<file path="src/rtl/vote_ballot_collector.sv">
// -----------------------------------------------------------------------------
// vote_ballot_collector
//
// Sequential front end for the 3-voter vote counter. A round is opened with
// `start`, one ballot per voter is collected over a valid/ack handshake, the
// assembled vote vector is presented to the external counter for one cycle,
// and the counter's one-hot answer is decoded, cross-checked and published.
//
// Parameters
//   TIMEOUT       cycles in COLLECT without an accepted ballot before the
//                 round closes on its own (1..255)
//
// Ports
//   clk           in   1  rising-edge clock
//   rst_n         in   1  asynchronous active-low reset
//   start         in   1  open a new round (honoured only in IDLE)
//   ballot_valid  in   1  ballot offered this cycle
//   ballot_id     in   2  voter index 0..2 (3 is illegal)
//   ballot_yes    in   1  1 = yes vote
//   ballot_ack    out  1  pulse the cycle after a ballot is consumed
//   V             out  3  vote vector to counter, V[i] = voter i yes
//   v_valid       out  1  V is being presented to the counter
//   R             in   4  one-hot yes count from the counter
//   tally         out  2  decoded yes count, held until next start
//   majority      out  1  tally >= 2, held until next start
//   result_valid  out  1  one-cycle pulse when the round result is ready
//   err_dup       out  1  pulse: duplicate voter or id 3 ballot rejected
//   err_onehot    out  1  sticky per round: counter answer inconsistent
//   busy          out  1  a round is in progress
// -----------------------------------------------------------------------------
module vote_ballot_collector #(
    parameter int unsigned TIMEOUT = 15
) (
    input  logic       clk,
    input  logic       rst_n,
    input  logic       start,
    input  logic       ballot_valid,
    input  logic [1:0] ballot_id,
    input  logic       ballot_yes,
    output logic       ballot_ack,
    output logic [2:0] V,
    output logic       v_valid,
    input  logic [3:0] R,
    output logic [1:0] tally,
    output logic       majority,
    output logic       result_valid,
    output logic       err_dup,
    output logic       err_onehot,
    output logic       busy
);

    typedef enum logic [1:0] {
        S_IDLE,
        S_COLLECT,
        S_PRESENT,
        S_DONE
    } state_t;

    localparam logic [7:0] TIMER_LAST = 8'(TIMEOUT - 1);

    state_t     state_q;
    state_t     state_d;
    logic [2:0] mask_q;
    logic [2:0] mask_d;
    logic [7:0] timer_q;

    logic       consume;
    logic       accept;
    logic [3:0] taken;
    logic [2:0] sel;
    logic [1:0] r_idx;
    logic [2:0] r_ones;
    logic [1:0] v_ones;
    logic       r_bad;
    logic [1:0] tally_new;

    // Id 3 is mapped onto an always-set mask bit, so an illegal id and a
    // repeated voter fall into the same "reject" path.
    assign taken   = {1'b1, mask_q};
    assign sel     = 3'b001 << ballot_id;
    assign consume = (state_q == S_COLLECT) && ballot_valid;
    assign accept  = consume && !taken[ballot_id];
    assign mask_d  = accept ? (mask_q | sel) : mask_q;

    assign v_valid      = (state_q == S_PRESENT);
    assign result_valid = (state_q == S_DONE);
    assign busy         = (state_q != S_IDLE);

    // Decode and cross-check the counter's answer against our own popcount.
    // NOTE: every signal written in always_comb gets a default first so that
    // no path leaves it unassigned, which would otherwise infer a latch.
    always_comb begin
        r_idx = 2'd0;
        for (int k = 0; k < 4; k++) begin
            if (R[k]) begin
                r_idx = 2'(k);
            end
        end
        r_ones    = 3'($countones(R));
        v_ones    = 2'($countones(V));
        r_bad     = (r_ones != 3'd1) || (r_idx != v_ones);
        tally_new = r_bad ? v_ones : r_idx;
    end

    // Next-state logic. An acceptance resets the timer, so the timeout only
    // fires in a cycle with no accepted ballot; a third acceptance always
    // closes the round regardless of the timer.
    always_comb begin
        state_d = state_q;
        unique case (state_q)
            S_IDLE: begin
                if (start) begin
                    state_d = S_COLLECT;
                end
            end
            S_COLLECT: begin
                if ((accept && mask_d == 3'b111) || (!accept && timer_q == TIMER_LAST)) begin
                    state_d = S_PRESENT;
                end
            end
            S_PRESENT: state_d = S_DONE;
            S_DONE:    state_d = S_IDLE;
            default:   state_d = S_IDLE;
        endcase
    end

    // NOTE: sequential state uses non-blocking assignments only, so every
    // register samples the pre-edge values regardless of statement order.
    always_ff @(posedge clk or negedge rst_n) begin
        if (!rst_n) begin
            state_q <= S_IDLE;
        end else begin
            state_q <= state_d;
        end
    end

    always_ff @(posedge clk or negedge rst_n) begin
        if (!rst_n) begin
            mask_q     <= 3'b000;
            timer_q    <= 8'd0;
            V          <= 3'b000;
            ballot_ack <= 1'b0;
            err_dup    <= 1'b0;
            tally      <= 2'd0;
            majority   <= 1'b0;
            err_onehot <= 1'b0;
        end else begin
            // Every consumed ballot is acknowledged; rejects also flag err_dup.
            ballot_ack <= consume;
            err_dup    <= consume && !accept;

            unique case (state_q)
                S_IDLE: begin
                    if (start) begin
                        mask_q     <= 3'b000;
                        timer_q    <= 8'd0;
                        V          <= 3'b000;
                        tally      <= 2'd0;
                        majority   <= 1'b0;
                        err_onehot <= 1'b0;
                    end
                end
                S_COLLECT: begin
                    if (accept) begin
                        V       <= ballot_yes ? (V | sel) : (V & ~sel);
                        mask_q  <= mask_d;
                        timer_q <= 8'd0;
                    end else begin
                        timer_q <= timer_q + 8'd1;
                    end
                end
                S_PRESENT: begin
                    tally    <= tally_new;
                    majority <= (tally_new >= 2'd2);
                    if (r_bad) begin
                        err_onehot <= 1'b1;
                    end
                end
                default: begin
                end
            endcase
        end
    end

endmodule

</file>
<file path="config.mk">
export PLATFORM = sky130hd
export DESIGN_NAME = vote_ballot_collector
export DESIGN_NICKNAME = d
export VERILOG_FILES = /design/src/rtl/vote_ballot_collector.sv
export SDC_FILE = /design/constraint.sdc
export NUM_CORES = 1
export LEC_CHECK = 0
export ABC_AREA = 1
export BUFFER_PORTS_ARGS = -buffer_cell sky130_fd_sc_hd__buf_2
export CORE_MARGIN = 2
export CORE_UTILIZATION = 55
export DETAILED_ROUTE_END_ITERATION = 8
export HOLD_SLACK_MARGIN = 0.1
export PLACE_DENSITY = 0.89
export RECOVER_POWER = 25
export SLEW_MARGIN = 25
export SYNTH_ARGS = -nofsm -noshare
export SYNTH_HDL_FRONTEND = slang
export SYNTH_SLANG_ARGS = --single-unit
</file>
<file path="constraint.sdc">
create_clock -name clk -period 2 [get_ports clk]
set_input_delay 0 -clock clk [delete_from_list [all_inputs] [get_ports clk]]
set_output_delay 0 -clock clk [all_outputs]
set_load 0.005 [all_outputs]
</file>
# Yosys cells after proc, flatten, opt, wreduce, memory -nomap -nowiden
# Cells that the tools add are included.
dict set report totals {
  reg_bits 22
  in_bits 11
  out_inout_bits 12
  wordCells 76
}
dict set report classes {
  add_sub_neg 6
  order_cmp 2
  eq_ne 11
  n_shift 1
  muxes 25
  bitwise 4
  reduce_logical 18
}
# op count
set op_table {}
lappend op_table {{$mux 8} 2}
lappend op_table {{$pmux 8 s2} 1}
lappend op_table {{$mux 3} 5}
lappend op_table {{$mux 2} 6}
lappend op_table {{$pmux 3 s2} 2}
lappend op_table {{$add 8x1->8 const B} 1}
lappend op_table {{$eq 8x4->1 const B} 1}
lappend op_table {{$pmux 2 s4} 1}
lappend op_table {{$add 1x1->2} 3}
lappend op_table {{$or 3x3->3} 2}
lappend op_table {{$reduce_and 2->1} 3}
lappend op_table {{$reduce_and 3->1} 2}
lappend op_table {{$reduce_bool 2->1} 3}
lappend op_table {{$logic_and 1x1->1} 5}
lappend op_table {{$eq 2x2->1 const B} 2}
lappend op_table {{$mux 1} 4}
lappend op_table {{$ne 2x1->1 const B} 2}
lappend op_table {{$ne 2x2->1 const B} 2}
lappend op_table {{$pmux 1 s2} 2}
lappend op_table {{$pmux 2 s2} 1}
lappend op_table {{$add 2x2->3} 1}
lappend op_table {{$and 3x3->3} 1}
lappend op_table {{$eq 3x3->1 const B} 1}
lappend op_table {{$lt 2x3->1 const B} 1}
lappend op_table {{11 further kinds} 13}

# Longest topological paths before layout
# Gate-level depths: netlist of run 1.
dict set report depth {
  depth_word 10
  mapped_depth 12
  ltp_nobuf 12
}

# Worst setup path before layout of run 1
# No wires, ideal clock.
dict set report synth_timing {
  path_kind {input port to flip-flop}
  start {input R[0]}
  end {register err_onehot}
  setup_time_ps 118
  arrival_ps 1458
  required_ps 1882
  slack_ps 424
  stages 9
  n_path_buf 0
  path_cell_list {inv_1 > fa_1 > inv_1 > ha_1 > ha_1 > nor3b_1 > nand4_1 > a21oi_1 > nor2_1}
}
dict set report synth_via {
  elab_chain_cells 6
}
# item line_no
set synth_rtl {}
lappend synth_rtl {{from (decl)} 43} ;# input logic [3:0] R,
lappend synth_rtl {{$add 1x1->2 (implied by the code)} 99} ;# r_ones = 3'($countones(R));
lappend synth_rtl {{$add 2x2->3 (implied by the code)} 99}
lappend synth_rtl {{$ne 3x1->1} 101} ;# r_bad = (r_ones != 3'd1) || (r_idx != v_ones);
lappend synth_rtl {{$logic_or 1x1->1} 101}
lappend synth_rtl {{$ne 2x1->1 (no source line)} -}
lappend synth_rtl {{$reduce_and 3->1 (no source line)} -}
lappend synth_rtl {{to (signal assigned)} 146} ;# err_onehot <= 1'b0;
lappend synth_rtl {{to (signal assigned)} 160} ;# err_onehot <= 1'b0;
lappend synth_rtl {{to (signal assigned)} 176} ;# err_onehot <= 1'b1;
lappend synth_rtl {{to (decl)} 48} ;# output logic err_onehot,
# Every way passes these cells.
# A chain may end at the register's enable or synchronous reset.

# Worst setup path in the final report of run 1
dict set report layout_timing {
  start {register state_q[0]}
  end {register timer_q[4]}
}
dict set report layout_via {
  elab_chain_cells 5
  elab_cells_between_ends 9
  cone_classes {eq/ne (2); mux (2); reduce/logical (5)}
}
# item line_no
set layout_rtl {}
lappend layout_rtl {{from (decl)} 61} ;# state_t state_q;
lappend layout_rtl {{from (signal assigned)} 133} ;# state_q <= state_d;
lappend layout_rtl {{$eq 2x1->1} {81, 152}}
lappend layout_rtl {{$logic_and 1x1->1} 81} ;# assign consume = (state_q == S_COLLECT) && ballot_valid;
lappend layout_rtl {{$logic_and 1x1->1} 82} ;# assign accept = consume && !taken[ballot_id];
lappend layout_rtl {{$mux 8} 164} ;# if (accept) begin
lappend layout_rtl {{$pmux 8 s2} 152} ;# unique case (state_q)
lappend layout_rtl {{to (signal assigned)} 169} ;# timer_q <= timer_q + 8'd1;
lappend layout_rtl {{to (decl)} 65} ;# logic [7:0] timer_q;
# Parallel ways exist; a longest one is shown, timed or not.

==> impl_metrics.tcl, run 1 <==
set metrics [dict create \
    nFillCells 195 \
    core_um2 2250 \
    cts_tree "done" \
    maxSlewHeadroom_pct 25.7 \
    gp_congestion 0.821 \
    power_density_nw_per_um2 1160 \
    p_leak_uw 0.000789 \
    die_h_um 53.1 \
    clock-root-buffer "clkbuf_4" \
    ys_seq_elements 21 \
    start_util_pct 58.7 \
    diodes 0 \
    mappedNetlistArea_um2 1320 \
    nets 211 \
    setup_tns_ns 0 \
    rows 17 \
    htree_levels 1 \
    grt_max_degree 22 \
    multi_input_area_um2 698 \
    tightest_slew_ns 1.11 \
    dpl.hpwl_mm 2.18 \
    synth_nets 184 \
    final-setup-viol-count 0 \
    min_period_over_period_pct 89.5 \
    port_buffers 22 \
    cp-end-kind "flop" \
    hold_violations 0 \
    startpoint_type "flop" \
    async_flop_share_pct 100 \
    grt_pass1_vias 1183 \
    clock-sinks 21 \
    cpLargestDelayFamily "flip-flops" \
    wl_per_cell_um 13.3 \
    drive_gt1_share_pct 23.4 \
    drt_wl_total_mm 2.87 \
    place_area_um2 1450 \
    synthCells 162 \
    yosysSeqAreaShare_pct 39.7 \
    yosys_warnings 0 \
    synth-edff-count 0 \
    slowest_delay_ns 0.47 \
    cts_buffer_depth 2 \
    clk_latency_ns 0.31 \
    syn_area_per_cell_um2 8.17 \
    die-area_um2 2820 \
    power_uw 1750 \
    criticalPathCategory "reg2reg" \
    status "complete, no violations" \
    synth_top_area_share_pct 39.7 \
    via_per_inst 5.38 \
    irDropWorstVdd_mv 0.760 \
    synthTopCellsByArea "dfrtp_1, nand2_1, ha_1, inv_1, nor2_1" \
    slew_viol_final 0 \
    cp_num_buf_inv 1 \
    antenna_found_initial 0 \
    fmax_ghz 0.559 \
    gr-usage-all-layers_pct 24.5 \
    cts_buffers 3 \
    clk_pin_slew_ns 0.12 \
    critPathSlowestCell "dfrtp_1" \
    cp.required_ns 2.23 \
    seq_area_um2 526 \
    yosysUniqueCellTypes 25 \
    final.min_clock_period_ns 1.79 \
    ys.flop_type "dfrtp_1" \
    grt.overflow.total 0 \
    ant_nets 0 \
    cp_max_fo 6 \
    synth.most_common_cell "nand2_1" \
    synth_area_leader_cell "dfrtp_1" \
    area_growth_pct 14.2 \
    cap_violations 0 \
    pin_count 23 \
    die_w_um 53.1 \
    grt_first_pass_wirelength_mm 5.02 \
    drt_iter0_markers 39 \
    clock_skew_ns 0.0116 \
    rsz0062_at_grt "no" \
    crit_chain "inv_1 -> ha_1 -> nand2_1 -> o21ai_4 -> nand2_1 -> o21ai_1 -> o21ai_1 -> nor2_1" \
    postLayoutCellArea_um2 1510 \
    hold_path.class "in2reg" \
    synthTopCellsByCount "nand2_1, dfrtp_1, inv_1" \
    cp.arrival_ns 2.02 \
    drtPass1Iterations 4 \
    vias 1163 \
    post_cts_buffers 0 \
    drcViolationCount 0 \
]
[metrics by stage]
step	util [%]	std cells	hold slack [ns]	setup WS, ns
detailed placement	64.5	210	-0.0176	0.0971
global placement	64.5	210	-0.0237	0.239
CTS	66.5	216	0.126	0.0798
finish	67.0	216	0.116	0.210
global route	67.0	216	0.142	0.0467
floorplan	-	162	-0.296	0.424
[worst register-to-register path, cell delays in order, from the launching register on]
cell and delay (ns):
dfrtp_1 0.47, inv_1 0.14, ha_1 0.25, nand2_1 0.19
o21ai_4 0.17, nand2_1 0.14, o21ai_1 0.16, o21ai_1 0.09
nor2_1 0.12
[where the power goes]
part	internal [uW]	switching, uW	leakage, uW
Sequential	540	114	0.000282
Combinational	334	557	0.000492
Clock	77.8	127	0.0000150
Total	952	798	0.000789
[path summary, 6_finish.rpt]
kind / startpoint / endpoint / slack, ns / cells after the start
max: state_q[0] / timer_q[4] / 0.21 / 8
min: start / tally[1] / 0.12 / 4
max reg2reg: state_q[0] / timer_q[4] / 0.21 / 8
min reg2reg: err_onehot / err_onehot / 0.51 / 2
max in group asynchronous: rst_n / timer_q[5] / 0.92 / 2
min in group asynchronous: rst_n / mask_q[1] / 0.41 / 2
[what timing repair did]
action,in CTS,in global routing
setup endpoints to repair,0,2
hold buffers,2,0
resized for setup,0,2
endpoints found under the hold margin,23,0
[area by class of cell]
type | count | area share [%]
well taps | 28 | 2.32
multi-input cells | 113 | 46.2
repair buffers | 24 | 8.53
clock buffers | 4 | 1.74
inverters | 26 | 6.46
flip-flops and latches | 21 | 34.8
[state kept, by name, summed over array words and instances, names as in the netlist]
register    flops
V               3
ballot_ack      1
err_dup         1
err_onehot      1
mask_q          3
state_q         2
tally           2
timer_q         8
[kinds of logic after synthesis]
group,share of synthesized area [%]
and+or+nand+nor,24.2
AOI/OAI and AO/OA,9.55
xor gates and xnor gates,3.97
DFF,39.7
muxes,2.55
buffers and inverters,8.51
adders and majority gates,11.5
[per-layer routing]
metal,GRT usage (%),vias to the layer above,part of all wire [%]
met4,10.7,0,2.0
li1,-,572,-
met1,30.3,544,45
met2,41.7,40,49
met5,0,-,0
met3,3.95,7,4.3
[layout by cell type (no fill, tap or decap), types with 3 or more instances in the layout]
cell type  netlist  final
dfrtp_1         21     21
inv_2            8      8
nand2_1         34     34
nor2_1          15     15
nand4_1          4      4
inv_1           18     18
o21ai_0          4      4
clkbuf_4         0      3
mux2_2           3      3
xor2_1           5      5
o21ai_1         11     11
buf_2            0     21
nand3_1          9      9
ha_1             9      8
nand2_2          3      3
(Power assumes the default switching activity.)
==> run 2, diff against run 1 <==
CORE_UTILIZATION = 59   (was 55)
CTS_CLUSTER_DIAMETER = 40   (was default)
PLACE_DENSITY = 0.93   (was 0.89)
TNS_END_PERCENT = 100   (was default)
clock period = 2.2 ns   (was 2 ns; I/O delays follow)
==> run 2 against run 1 <==
Critical path depth is 3 higher. Core utilization increased by 2.6 points. Critical endpoint is now state_q[1]. Largest power group unchanged. Clock skew shrank 0.0085 ns.
==> impl_metrics.tcl, run 2 (synthesis results as in run 1) <==
set metrics [dict create \
    cts_buffer_depth 2 \
    die_w_um 51.4 \
    htree_levels 1 \
    grt_first_pass_wirelength_mm 4.73 \
    postCtsHoldBufs 3 \
    grt_busiest_layer "met2" \
    clk_latency_ns 0.32 \
    pwr-share-comb_pct 50.2 \
    gr-usage-met3_pct 6.14 \
    clock-sinks 21 \
    fmax_ghz 0.514 \
    grt_use_met1_pct 29.4 \
    use_met2_pct 41.0 \
    area_growth_pct 14.1 \
    gp_congestion 0.832 \
    drive_gt1_share_pct 23.3 \
    drt_wl_total_mm 2.76 \
    cp-end-kind "flop" \
    grt_pass1_vias 1112 \
    final_core_util_pct 69.6 \
    grt_max_degree 22 \
    via_per_inst 5.42 \
    criticalPathCategory "reg2reg" \
    clock-root-buffer "clkbuf_4" \
    start_util_pct 61.0 \
    nFillCells 175 \
    cp.required_ns 2.42 \
    cp.arrival_ns 2.17 \
    largest_register "timer_q" \
    ctsResizeCount 0 \
    p_leak_uw 0.000796 \
    grt.overflow.total 0 \
    startpoint_type "flop" \
    timing.rr.end "state_q[1]" \
    nets 212 \
    final_cell_mix "nand2_1, dfrtp_1, buf_2, inv_1, nor2_1" \
    r2r_cells 11 \
    gr-usage-all-layers_pct 24.7 \
    post_cts_buffers 0 \
    p_int_uw 853 \
    worstSetupStartpoint "state_q[1]" \
    tightest_slew_ns 1.14 \
    port_buffers 22 \
    pwr-share-seq_pct 37.4 \
    clk_pin_slew_ns 0.12 \
    power_density_nw_per_um2 1040 \
    irDropWorstVdd_mv 0.788 \
    cts_buffers 3 \
    cp_max_fo 9 \
    largest_reg_flops 8 \
    hold_path.class "in2reg" \
    cap_violations 0 \
    drt_iter0_markers 20 \
    p_sw_uw 717 \
    antenna_found_initial 0 \
    status "complete, no violations" \
    cts_tree "done" \
    endpoint "state_q[1]" \
    min_period_over_period_pct 88.4 \
    wl_per_cell_um 12.7 \
    vias 1176 \
    regToRegSetupSlack_ns 0.26 \
    pin_count 23 \
    rows 17 \
    hold_violations 0 \
    final-setup-viol-count 0 \
    reg_top3 "timer_q: 8 flops, V: 3 flops, mask_q: 3 flops" \
    dpl.hpwl_mm 2.14 \
    core_um2 2170 \
    die-area_um2 2640 \
    ant_nets 0 \
    die_h_um 51.4 \
    rsz0062_at_grt "no" \
    r2r_start "state_q[1]" \
    netSwitchingFraction_pct 45.7 \
    final_common_cell "nand2_1" \
    p_clk_share_pct 12.4 \
    diodes 0 \
    drcViolationCount 0 \
    setup_tns_ns 0 \
    clock_skew_ns 0.00308 \
    drtPass1Iterations 5 \
    maxSlewHeadroom_pct 23.9 \
    slew_viol_final 0 \
    final.min_clock_period_ns 1.94 \
]
## run 2: cell types whose count changed in the layout (fill, tap and decap cells not counted)
cell / change
ha_4: -1
clkinv_2: +1
ha_1: +1
dlygate4sd3_1: +1
clkbuf_1: -1
## run 2: worst min path at each step
stage                       from    endpoint  slack [ns]  depth (start not counted)
floorplan                  rst_n        V[0]       -0.30                          0
global placement           rst_n   mask_q[1]       -0.03                          1
detailed placement         rst_n        V[1]       -0.02                          1
CTS                        start  state_q[0]        0.11                          5
global route               start  state_q[0]        0.14                          5
finish              ballot_id[1]     err_dup        0.11                          6
## run 2: cell type report
class / count / area [um2] / share of cell area (%)
timing repair buffer: 25 / 139 / 9.20
multi-input combinational: 113 / 686 / 45.4
clock buffer: 3 / 22.5 / 1.49
tap: 28 / 35.0 / 2.32
clock inverter: 1 / 5.00 / 0.331
inverter: 26 / 97.6 / 6.46
sequential: 21 / 526 / 34.8
## run 2: power groups by stage
stage                     sequential (uW)  clock, uW  combinational [uW]
final                                 587        194                 789
after global routing                  605        215                 894
after CTS                             586        198                 785
after detailed placement              594          0                 771
after global placement                586          0                 730
after floorplan                       580          0                 567
## run 2: critical path, cell delays in order (launching register included)
cell,delay (ns)
dfrtp_1,0.44
inv_1,0.11
ha_1,0.36
nand2_1,0.21
inv_2,0.12
nand4_1,0.12
nor2_1,0.12
nand2_1,0.07
nand2_1,0.11
nand2_1,0.08
nand2_1,0.06
nand2_1,0.05
## run 2: stage by stage
step	power, uW	setup WS (ns)	cell area (um2)	hold slack (ns)	std cells
6_report	1570	0.256	1510	0.112	217
5_1_grt	1710	0.0452	1510	0.135	217
4_1_cts	1570	0.266	1510	0.111	217
3_5_place_dp	1360	0.294	1450	-0.0182	210
3_3_place_gp	1320	0.461	1450	-0.0263	210
2_1_floorplan	1150	0.624	1320	-0.296	162
## run 2: per-layer routing
layer / routed length (um) / part of all wire, % / up-vias
met2: 1340 / 49 / 50
met4: 87 / 3.2 / 0
met1: 1160 / 42 / 541
met5: 0 / 0 / -
met3: 163 / 5.9 / 14
li1: - / - / 571
